**src/rtl/output_packer.sv**
```systemverilog
// Output stage: requantises accumulator results to pad width, packs them into
// NB_LANES-wide groups and queues the groups in a small FIFO for the pads.
module output_packer #(
  parameter int ACC_WIDTH     = 32,
  parameter int IO_DATA_WIDTH = 16,
  parameter int NB_LANES      = 3,
  parameter int FIFO_DEPTH    = 4,
  parameter int SHIFT_WIDTH   = 5
) (
  input  logic                              clk,
  input  logic                              arst_in,
  input  logic                              in_valid,
  output logic                              in_ready,
  input  logic [ACC_WIDTH-1:0]              in_data,
  input  logic                              in_last,
  input  logic [SHIFT_WIDTH-1:0]            shift_amt,
  output logic                              out_valid,
  input  logic                              out_ready,
  output logic [NB_LANES*IO_DATA_WIDTH-1:0] out_data,
  output logic [NB_LANES-1:0]               out_lane_mask,
  output logic                              driving_cons,
  output logic                              sat_flag,
  input  logic                              sat_clr
);

  localparam int EW = ACC_WIDTH + 1;
  localparam int GW = NB_LANES * IO_DATA_WIDTH;
  localparam int IW = (NB_LANES > 1) ? $clog2(NB_LANES) : 1;
  localparam int PW = $clog2(FIFO_DEPTH);
  localparam logic signed [EW-1:0] MAX_V = (EW'(1) << (IO_DATA_WIDTH - 1)) - EW'(1);
  localparam logic signed [EW-1:0] MIN_V = ~MAX_V;

  logic [31:0]                w_shift;
  logic signed [EW-1:0]       w_ext;
  logic signed [EW-1:0]       w_round;
  logic signed [EW-1:0]       w_shr;
  logic [IO_DATA_WIDTH-1:0]   w_q;
  logic                       w_sat;

  logic [IW-1:0]              r_idx;
  logic [GW-1:0]              r_part_data;
  logic [NB_LANES-1:0]        r_part_mask;
  logic                       w_accept;
  logic                       w_close;
  logic [GW-1:0]              w_grp_data;
  logic [NB_LANES-1:0]        w_grp_mask;

  logic [GW-1:0]              r_mem_data [FIFO_DEPTH];
  logic [NB_LANES-1:0]        r_mem_mask [FIFO_DEPTH];
  logic [PW-1:0]              r_wr_ptr;
  logic [PW-1:0]              r_rd_ptr;
  logic [PW:0]                r_count;
  logic                       w_full;
  logic                       w_pop;
  logic                       r_sat;

  // One extra bit of headroom keeps the rounding add from overflowing.
  always_comb begin
    // NOTE: every always_comb output gets a default first so no path can leave it unassigned and infer a latch.
    w_q     = '0;
    w_sat   = 1'b0;
    w_shift = (32'(shift_amt) > 32'(ACC_WIDTH - 1)) ? 32'(ACC_WIDTH - 1) : 32'(shift_amt);
    w_ext   = $signed({in_data[ACC_WIDTH-1], in_data});
    w_round = (w_shift == 32'd0) ? '0 : $signed(EW'(1) << (w_shift - 32'd1));
    w_shr   = (w_ext + w_round) >>> w_shift;
    if (w_shr > MAX_V) begin
      w_q   = MAX_V[IO_DATA_WIDTH-1:0];
      w_sat = 1'b1;
    end else if (w_shr < MIN_V) begin
      w_q   = MIN_V[IO_DATA_WIDTH-1:0];
      w_sat = 1'b1;
    end else begin
      w_q   = w_shr[IO_DATA_WIDTH-1:0];
    end
  end

  always_comb begin
    w_accept   = in_valid && in_ready;
    w_close    = w_accept && (in_last || (r_idx == IW'(NB_LANES - 1)));
    w_grp_data = r_part_data;
    w_grp_mask = r_part_mask;
    for (int k = 0; k < NB_LANES; k++) begin
      if (r_idx == IW'(k)) begin
        w_grp_data[k*IO_DATA_WIDTH +: IO_DATA_WIDTH] = w_q;
        w_grp_mask[k]                                = 1'b1;
      end
    end
  end

  always_ff @(posedge clk or posedge arst_in) begin
    // NOTE: sequential state uses non-blocking assignments so every flop samples pre-edge values.
    if (arst_in) begin
      r_idx       <= '0;
      r_part_data <= '0;
      r_part_mask <= '0;
    end else if (w_accept) begin
      if (w_close) begin
        r_idx       <= '0;
        r_part_data <= '0;
        r_part_mask <= '0;
      end else begin
        r_idx       <= r_idx + IW'(1);
        r_part_data <= w_grp_data;
        r_part_mask <= w_grp_mask;
      end
    end
  end

  assign w_full = (r_count == (PW + 1)'(FIFO_DEPTH));
  assign w_pop  = out_valid && out_ready;

  // NOTE: FIFO storage is not reset; the count gates every read, so stale entries are never visible.
  always_ff @(posedge clk) begin
    if (w_close) begin
      r_mem_data[r_wr_ptr] <= w_grp_data;
      r_mem_mask[r_wr_ptr] <= w_grp_mask;
    end
  end

  always_ff @(posedge clk or posedge arst_in) begin
    if (arst_in) begin
      r_wr_ptr <= '0;
      r_rd_ptr <= '0;
      r_count  <= '0;
    end else begin
      if (w_close) r_wr_ptr <= r_wr_ptr + PW'(1);
      if (w_pop)   r_rd_ptr <= r_rd_ptr + PW'(1);
      case ({w_close, w_pop})
        2'b10:   r_count <= r_count + (PW + 1)'(1);
        2'b01:   r_count <= r_count - (PW + 1)'(1);
        default: r_count <= r_count;
      endcase
    end
  end

  // A new saturation wins over a simultaneous clear.
  always_ff @(posedge clk or posedge arst_in) begin
    if (arst_in)                r_sat <= 1'b0;
    else if (w_accept && w_sat) r_sat <= 1'b1;
    else if (sat_clr)           r_sat <= 1'b0;
  end

  assign in_ready      = !w_full;
  assign out_valid     = (r_count != '0);
  assign driving_cons  = out_valid;
  assign out_data      = out_valid ? r_mem_data[r_rd_ptr] : '0;
  assign out_lane_mask = out_valid ? r_mem_mask[r_rd_ptr] : '0;
  assign sat_flag      = r_sat;

endmodule

```
**config.mk**
```make
export PLATFORM = sky130hd
export DESIGN_NAME = output_packer
export DESIGN_NICKNAME = d
export VERILOG_FILES = /design/src/rtl/output_packer.sv
export SDC_FILE = /design/constraint.sdc
export NUM_CORES = 1
export LEC_CHECK = 0
export ABC_CLOCK_PERIOD_IN_PS = 2900
export BUFFER_PORTS_ARGS = -buffer_cell sky130_fd_sc_hd__buf_2
export CORE_UTILIZATION = 55
export CTS_CLUSTER_DIAMETER = 120
export DETAILED_ROUTE_END_ITERATION = 16
export PLACE_DENSITY = 0.77
export RECOVER_POWER = 50
export SLEW_MARGIN = 20
export SYNTH_ARGS = -nofsm -noshare
export SYNTH_HDL_FRONTEND = slang
export SYNTH_SLANG_ARGS = --single-unit
```
**constraint.sdc**
```tcl
create_clock -name clk -period 2.9 [get_ports clk]
set_input_delay 0.145 -clock clk [delete_from_list [all_inputs] [get_ports clk]]
set_output_delay 0.145 -clock clk [all_outputs]
set_load 0.01 [all_outputs]
```
Word level (Yosys, flattened, before mapping)
Memories as Yosys holds them, arrays and structs flattened.
Cells that the tools add are included.
{"block": "classes", "reduce_logical": 11, "eq_ne": 5, "add_sub_neg": 7, "n_shift": 2, "mux": 21, "magnitude_cmp": 2}
{"cell": "48-bit 2-to-1 mux", "n": 2}
{"cell": "16-bit 2-to-1 mux", "n": 5}
{"cell": "32-bit by 33-bit adder with 33-bit output", "n": 1}
{"cell": "33-bit by 16-bit greater-than comparator with 1-bit output, second input constant", "n": 1}
{"cell": "33-bit by 16-bit less-than comparator with 1-bit output, second input constant", "n": 1}
{"cell": "33-bit 2-to-1 mux", "n": 1}
{"cell": "1-bit by 32-bit << shifter with 33-bit output, first input constant", "n": 1}
{"cell": "33-bit by 5-bit >>> shifter with 33-bit output", "n": 1}
{"cell": "1-bit 2-to-1 mux", "n": 9}
{"cell": "2-bit by 1-bit adder with 2-bit output, second input constant", "n": 3}
{"cell": "3-bit 2-to-1 mux", "n": 2}
{"cell": "3-bit case mux with 2 select lines", "n": 1}
{"cell": "5-bit by 1-bit subtractor with 6-bit output, second input constant", "n": 1}
{"cell": "5-bit logical NOT", "n": 1}
{"cell": "2-bit by 1-bit equality test with 1-bit output, second input constant", "n": 2}
{"cell": "2-bit equality test, second input constant", "n": 2}
{"cell": "1-bit logical AND", "n": 4}
{"cell": "2-bit nonzero test", "n": 2}
{"cell": "3-bit by 1-bit adder with 3-bit output, second input constant", "n": 1}
{"cell": "3-bit equality test, second input constant", "n": 1}
{"cell": "3-bit nonzero test", "n": 1}
{"cell": "3-bit by 1-bit subtractor with 3-bit output, second input constant", "n": 1}
{"cell": "2-bit logical NOT", "n": 1}
{"cell": "2-bit 2-to-1 mux", "n": 1}
{"cell": "2 further kinds", "n": 2}
{"block": "word_totals", "in_bits": 43, "ramBits": 204, "elab_cells": 57, "ff_bits": 61, "n_memories": 2}
{"memory": "r_mem_data", "depth": 4, "word_bits": 48, "rd": 1, "rd_ports_with_merged_regs": 0, "wr": 1, "line_no": "48", "source": "logic [GW-1:0] r_mem_data [FIFO_DEPTH];"}
{"memory": "r_mem_mask", "depth": 4, "word_bits": 3, "rd": 1, "rd_ports_with_merged_regs": 0, "wr": 1, "line_no": "49", "source": "logic [NB_LANES-1:0] r_mem_mask [FIFO_DEPTH];"}

Longest topological paths before layout
Gate-level depths: netlist of the first run.
{"block": "depth", "depth_word": 10, "depth_mapped": 29}

Least setup slack after synthesis of the first run
OpenSTA, ideal clock, no wires.
{"block": "synth_timing", "kind": "input port to flip-flop", "from": "in shift_amt[1]", "to": "mem r_mem_data[0][38] (netlist name), data pin", "path_slack_ns": -3.572, "required_ns": 2.634, "path_stages": 28, "t_arrival_ns": 6.206, "path_cell_list": "clkbuf_1 > inv_1 > clkbuf_1 > buf_1 > clkbuf_1 > ha_1 > nand2_1 > nor2_1 > a21oi_1 > or2_2 > nor2_1 > ha_1 > inv_1 > fa_1 > nand2b_1 > a21o_1 > a211oi_1 > nor2_1 > o211a_1 > mux2_2 > o221a_2 > o32a_1 > a2111oi_0 > a41oi_1 > o41ai_4 > buf_6 > nand3_2 > a22o_1"}
{"block": "synth_between", "elab_chain_cells": 9, "word_cells_on_any_way": 11, "cone_classes": "add/sub: 2; order compare: 2; shift: 2; mux: 4; reduce/logical: 1"}
{"element": "start: declaration", "line_no": "16", "source": "input logic [SHIFT_WIDTH-1:0] shift_amt,"}
{"element": "5-bit by 1-bit subtractor with 6-bit output", "line_no": "64", "source": "w_round = (w_shift == 32'd0) ? '0 : $signed(EW'(1) << (w_shift - 32'd1));"}
{"element": "1-bit by 32-bit << shifter with 33-bit output", "line_no": "64"}
{"element": "33-bit 2-to-1 mux", "line_no": "64"}
{"element": "32-bit by 33-bit adder with 33-bit output", "line_no": "65", "source": "w_shr = (w_ext + w_round) >>> w_shift;"}
{"element": "33-bit by 5-bit >>> shifter with 33-bit output *", "line_no": "65"}
{"element": "33-bit by 16-bit less-than comparator with 1-bit output", "line_no": "69", "source": "end else if (w_shr < MIN_V) begin"}
{"element": "16-bit 2-to-1 mux", "line_no": "69"}
{"element": "16-bit 2-to-1 mux *", "line_no": "66", "source": "if (w_shr > MAX_V) begin"}
{"element": "16-bit 2-to-1 mux *", "line_no": "83", "source": "if (r_idx == IW'(k)) begin"}
{"element": "via w_grp_data[38]", "line_no": "45", "source": "logic [GW-1:0] w_grp_data;"}
{"element": "end: declaration", "line_no": "48"}
Mark *: on every way through the listed nets, which the timed path passes. The rest lies on a longest branch.

Final worst setup path of the first run
{"block": "layout_timing", "from": "in shift_amt[0]", "to": "mem r_mem_data[3][6] (netlist name), data pin"}
The elaborated chain is that of the path after synthesis.

==> flow_summary.ini, run 1 <==
[synthesis]
yosys_warnings = 0
synth_enable_flop_cells = 204
mappedNetlistNets = 1471
syn-instance-count = 1385
ys_dominant_reg_cell = edfxtp_1
synthTopCellsByArea = edfxtp_1 39%, dfrtp_1 9.6%, mux4_2 8.5%, ha_1 3.2%, and2_1 3.0%
yosysSeqAreaShare = 0.481
synth_seq_cells = 265
synth.lib_cells_used.distinct = 92
synth_top_cell_by_area = edfxtp_1
syn_area_um2 = 15900
synthArstFlopShare = 0.230
area_share_of_the_leading_cell_type_in_the_synthesized_netlist = 0.385
syn-mean-instance-area_um2 = 11.5

[place]
gp_congestion = 1.01
placement.io_buffers = 97
post-place-cells = 2118
detailedPlacementHpwl_um = 35900
detailedPlace.worstSlack_ns = -3.15

[floorplan]
design.die.area_um2 = 29600
fp-row-count = 61
die_h_um = 172
ios = 98
core_region_area_um2 = 28100
floorplan.die.width_um = 172
start_util = 0.566

[grt]
grt-ovfl-total = 0
grt_first_pass_wirelength_um = 77800
initial_antenna_violation_count = 0
number_of_global_route_vias_before_repair = 13800
grt_start_max_net_pins = 54
globalRouteTotalUtil = 0.350

[job]
drv.max_cap_violation_count = 0

[status]
run_status = complete, but fails checks
failed_checks = negative setup slack

[drt]
detail_route.wirelength_um = 57000
vias_cell = 6.61
antenna_left = 0
count_of_routing_violations_after_the_opening_detailed_route_iteration = 1737
vias = 14700
number_of_optimization_iterations_in_the_first_detailed_route_pass = 8
drt_drc_violations_left = 0
route.detailed.wl_per_inst_um = 25.7

[clocking]
tritoncts.num_buffers = 26
htreeDepth = 1
clock-root-buffer = clkbuf_16
total_clock_sinks = 265
insertion_delay_ns = 0.55
cts.path.max_buffers = 3
clk_pin_slew_ns = 0.06
tritoncts = built

[min_path]
timing.hold.worst.class = in2reg

[power_and_ir_drop]
p_leak_uw = 0.00894
powerDensity_nw_per_um2 = 721
irDropWorstVdd_uv = 584

[setup_path]
worst_reg2reg_endpoint = r_mem_data[2][14]
critical_path.max_fanout = 6
crit_start = shift_amt[0]
worstPathRequired_ns = 3.15
timing.reg2reg.setup_slack_ns = 0.13
type_of_element_launching_the_critical_path = input port
timing.setup.critical_path_class = in2reg
worstReg2RegStart = r_count[0]
r2r_cells = 6
endpoint = r_mem_data[3][6]
critical_path.endpoint_type = register
crit_arrival_ns = 5.47

[sta]
rsz0062_at_grt = true
slew_headroom = 0.101
report.final.slew_viol_count = 0
final.setup.tns_ns = -465.13
setup_viol = 225
maxClockFrequency_mhz = 192
tightestPinTransition_ns = 1.35
fin_crit_sh = 1.80
crit_path_setup_slack_layout_ns = -2.32
timing.final.hold_violations = 0
finalHoldWorstSlack_ns = 0.0903
timing.final.crit_period_ns = 5.22
final.setup_skew_ns = 0.0270

[cells_and_area]
fin_cells = 2218
antenna_cells_inserted = 0
final_nets = 1906
synthToLayoutAreaGrowth_pct = 36.5
final_layout_size_suffix_gt1_frac = 0.430
post-route-util = 0.773
[synthesized netlist by cell type, drive strengths merged (5+ instances only)]
cell type	instances
nand4	21
mux2i	38
and3	8
a21oi	61
o22ai	9
or4	5
o2111ai	10
clkbuf	60
nor4	7
a211o	7
buf	37
o21a	14
o211ai	23
ha	41
edfxtp	204
and2	81
nand3	21
nand2b	10
a32o	29
o32ai	6
a221o	7
nor2	115
mux2	14
a31oi	8
nor3	24
dfrtp	61
mux4	60
or2	9
o31ai	8
a211oi	17
or3	8
a21o	15
inv	30
o21ai	56
nand2	112
xor2	10
xnor2	20
a22o	44
a21boi	6
[routing by layer]
layer / vias to the layer above / GRT usage / routed length [um]
met5: - / 0 / 0
met4: 0 / 0.131 / 3120
met3: 254 / 0.0515 / 5720
met2: 1036 / 0.569 / 26600
met1: 7089 / 0.476 / 21600
li1: 6283 / - / -
[stage by stage]
stage          area [um2]  total power [uW]
2_1_floorplan       16200              9010
3_3_place_gp        19400             11200
3_5_place_dp        19400             11400
4_1_cts             20900             15000
5_1_grt             21700             16200
6_report            21700             15700
[worst max-delay path, cell delays in order]
cell and delay, ns:
buf_8 0.11, inv_4 0.05, ha_4 0.17, nand2_4 0.06, nor2_4 0.10, a21oi_4 0.05, buf_6 0.13, or2_4 0.24
nor2_4 0.13, ha_4 0.15, inv_2 0.04, fa_2 0.33, nand2b_4 0.15, a21o_4 0.25, a311oi_4 0.32, buf_4 0.18
o211a_4 0.18, nor2_4 0.04, buf_6 0.11, xnor2_1 0.11, mux4_2 0.50, a32o_2 0.30, nor2_2 0.13, nand4_1 0.18
o41ai_4 0.44, buf_4 0.21, nand3_2 0.27, a22o_1 0.37
[power breakdown]
group,switching [uW],internal [uW]
logic,3700,3040
registers,488,5080
clock network,1460,1900
[timing repair]
| item | CTS | global route |
|---|---|---|
| endpoints found under the setup margin | 225 | 225 |
| pin swaps | 38 | 62 |
| hold endpoints to repair | 35 | 0 |
| hold buffers | 4 | 0 |
| buffers inserted | 15 | 32 |
| gates cloned | 3 | 0 |
| gates resized for setup | 90 | 118 |
[how the worst min path moves through the flow]
| stage | end | slack (ns) | start | depth (start not counted) |
|---|---|---|---|---|
| 2_1_floorplan | sat_flag | 0.25 | sat_clr | 1 |
| 3_3_place_gp | r_count[2] | 0.29 | arst_in | 2 |
| 3_5_place_dp | r_count[2] | 0.31 | arst_in | 2 |
| 4_1_cts | r_part_data[31] | 0.06 | in_valid | 4 |
| 5_1_grt | r_part_data[31] | 0.13 | in_valid | 4 |
| 6_report | r_part_data[31] | 0.09 | in_valid | 4 |
[flip-flops by register name, summed over array words and instances, names as in the netlist]
signal / cells
r_count: 3
r_idx: 2
r_mem_data: 192
r_mem_mask: 12
r_part_data: 48
r_part_mask: 3
r_rd_ptr: 2
r_wr_ptr: 2
sat_flag: 1
[logic make-up (layout without fill, tap and decap cells)]
kind of cell | Yosys count | after routing | share of synthesized area
DFF | 265 | 265 | 0.481
and+or+nand+nor | 431 | 433 | 0.134
muxes | 112 | 112 | 0.119
xor gates and xnor gates | 30 | 30 | 0.0165
AOI/OAI and AO/OA | 376 | 376 | 0.181
adders and majority gates | 43 | 43 | 0.0348
buffers and inverters | 128 | 581 | 0.0341
[cell usage in the layout, fill, tap and decap left out, types with 8 or more instances in the layout]
cell / instances
buf_4: 363
edfxtp_1: 204
nor2_1: 103
nand2_1: 100
buf_2: 90
and2_1: 62
mux4_2: 60
dfrtp_1: 59
a21oi_1: 40
mux2i_1: 37
ha_1: 35
o21ai_0: 32
a22o_4: 29
inv_1: 26
a32o_1: 26
clkbuf_16: 26
o211ai_1: 22
nand4_1: 21
nor3_1: 19
buf_6: 19
nand3_1: 18
xnor2_1: 18
o21ai_1: 16
and2_0: 15
a21oi_2: 15
a22o_1: 15
a21o_1: 14
mux2_2: 14
o21a_1: 13
buf_12: 12
a211oi_1: 11
clkbuf_1: 11
xor2_1: 9
nand2b_1: 9
o21ai_2: 8
[layout make-up]
class	count	area (um2)
clock inverters	12	105
multi-input cells	994	8830
fillers	1775	6380
inverters	31	121
flip-flops and latches	265	7660
well taps	378	473
repair buffers	502	3770
clock buffers	36	748
Power figures use the tool's default switching activity.
==> inputs of run 2 (changes only) <==
Settings changed: CORE_ASPECT_RATIO from default to 0.7.
==> run 2 against run 1 <==
Net effect: setup slack better by 0.12 ns; largest power group unchanged; the run ends with max-capacitance violations, max-slew violations, negative setup slack left; cell count fell by 1.0%; critical path depth decreased by 2; clock power fell by 8.3%; die area about the same; sequential cell count is the same; worst hold slack got worse by 0.034 ns; first-iteration DRC count rose by 25%; design area down 0.43%; combinational power decreased by 1%.
==> flow_summary.ini, run 2 (synthesis results as in run 1) <==
[setup_path]
crit_arrival_ns = 5.35
critical_path.max_fanout = 9
r2r_cells = 7
worstReg2RegStart = r_idx[1]
path_common_cell = buf_4
critical_path.slowest_cell = a221o_1
worstPathRequired_ns = 3.15
critical_path.endpoint_type = register
type_of_element_launching_the_critical_path = input port
worst_reg2reg_endpoint = r_part_data[24]
worst_path_dominant_cell_family = compound AO/OA/AOI/OAI gates
max_stage_delay_ns = 0.36
timing.setup.critical_path_class = in2reg
timing.reg2reg.setup_slack_ns = 0.12
critPathBufInv = 9

[sta]
slew_headroom = -0.123
crit_path_setup_slack_layout_ns = -2.20
fin_crit_sh = 1.76
maxClockFrequency_mhz = 196
tightestPinTransition_ns = 1.69
rsz0062_at_grt = true
final.setup.tns_ns = -451.53
report.final.slew_viol_count = 62
timing.final.hold_violations = 0
setup_viol = 225
timing.final.crit_period_ns = 5.10
final.setup_skew_ns = 0.0152
finalHoldWorstSlack_ns = 0.0565

[grt]
initial_antenna_violation_count = 0
grt-ovfl-total = 0
grt_first_pass_wirelength_um = 81300
grt_start_max_net_pins = 62
number_of_global_route_vias_before_repair = 13700
globalRouteTotalUtil = 0.368

[cells_and_area]
fin_cells = 2195
antenna_cells_inserted = 0
final_nets = 1894
max_flop_register = r_mem_data
most_common_library_cell_in_the_layout_ignoring_fill_and_taps = buf_4
final.fill_count = 1748
layout.cells.most_common_list = 360 x buf_4, 204 x edfxtp_1, 99 x nand2_1
reg.largest.list = r_mem_data (192), r_part_data (48), r_mem_mask (12)
largest_register_ffs = 192
synthToLayoutAreaGrowth_pct = 35.9
post-route-util = 0.770
final_layout_size_suffix_gt1_frac = 0.438

[place]
detailedPlacementHpwl_um = 37800
post-place-cells = 2105
gp_congestion = 1.03
placement.io_buffers = 97

[floorplan]
ios = 98
core_region_area_um2 = 28100
design.die.area_um2 = 29600
start_util = 0.566
floorplan.die.width_um = 205
fp-row-count = 51
die_h_um = 144

[drt]
antenna_left = 0
vias = 14600
number_of_optimization_iterations_in_the_first_detailed_route_pass = 7
detail_route.wirelength_um = 56300
route.detailed.wl_per_inst_um = 25.7
vias_cell = 6.66
count_of_routing_violations_after_the_opening_detailed_route_iteration = 2164
drt_drc_violations_left = 0

[clocking]
cts.path.max_buffers = 3
htreeDepth = 1
clk_pin_slew_ns = 0.07
tritoncts.num_buffers = 22
total_clock_sinks = 265
insertion_delay_ns = 0.52
tritoncts = built
clock-root-buffer = clkbuf_16

[power_and_ir_drop]
totalPowerFinal_uw = 15200
irDropWorstVdd_uv = 1090
p_leak_uw = 0.00885
powerDensity_nw_per_um2 = 703

[min_path]
hp-start = out_ready
hold_path_depth = 3
worst_hold_path.endpoint = r_rd_ptr[0]
timing.hold.worst.class = in2reg

[job]
drv.max_cap_violation_count = 1

[status]
failed_checks = max-capacitance violations, max-slew violations, negative setup slack
run_status = complete, but fails checks
[run 2: cell count changes in the layout (fill, tap and decap cells not counted), moves of 5 or more]
cell,change
a22o_4,+7
nor2_1,-5
a22o_1,-7
buf_6,-8
[run 2: metal layers]
| layer | vias to the layer above | share of wire | global-route usage | wire, um |
|---|---|---|---|---|
| met2 | 1123 | 0.42 | 0.518 | 23600 |
| met1 | 7115 | 0.40 | 0.551 | 22800 |
| met4 | 0 | 0.019 | 0.0647 | 1080 |
| li1 | 6259 | - | - | - |
| met5 | - | 0 | 0 | 0 |
| met3 | 122 | 0.16 | 0.129 | 8880 |
[run 2: cell type report]
class | count | area, um2 | area share
clock buffers | 31 | 667 | 0.0309
clock inverters | 9 | 73.8 | 0.00342
inverters | 31 | 129 | 0.00596
multi-input cells | 995 | 8910 | 0.412
flip-flops and latches | 265 | 7660 | 0.354
well taps | 371 | 464 | 0.0215
repair buffers | 493 | 3710 | 0.172
[run 2: how the worst max path moves through the flow]
stage | depth (start not counted) | to | from | slack, ns
6_report | 26 | r_mem_data[3][41] | shift_amt[3] | -2.20
5_1_grt | 27 | r_mem_data[1][35] | shift_amt[1] | -2.31
4_1_cts | 26 | r_mem_data[0][41] | shift_amt[1] | -2.08
3_5_place_dp | 23 | r_mem_data[0][37] | shift_amt[3] | -3.22
3_3_place_gp | 23 | r_mem_data[0][37] | shift_amt[3] | -3.04
2_1_floorplan | 28 | r_mem_data[0][38] | shift_amt[1] | -2.62
[run 2: timing repair]
item                       CTS  global route
hold buffers                 3             0
buffers inserted            22            20
resized for setup          126            99
hold endpoints to repair    64             0
gates cloned                 5             0
setup endpoints to repair  225           225
pin swaps                   66            52
[run 2: where the power goes]
group | internal (uW) | total [uW] | switching (uW) | leakage, uW
sequential | 5070 | 5460 | 391 | 0.00271
combinational | 2980 | 6650 | 3670 | 0.00577
clock | 1700 | 3080 | 1380 | 0.000367
total | 9760 | 15200 | 5440 | 0.00885
[run 2: worst min-delay path, stage by stage]
cell and delay [ns]:
buf_2 0.08, and2_0 0.21, xor2_1 0.09
[run 2: through the flow]
stage | setup slack [ns] | cell area (um2)
3_3_place_gp | -3.04 | 19300
3_5_place_dp | -3.22 | 19300
6_report | -2.20 | 21600
5_1_grt | -2.31 | 21600
4_1_cts | -2.08 | 21000
2_1_floorplan | -2.62 | 16200
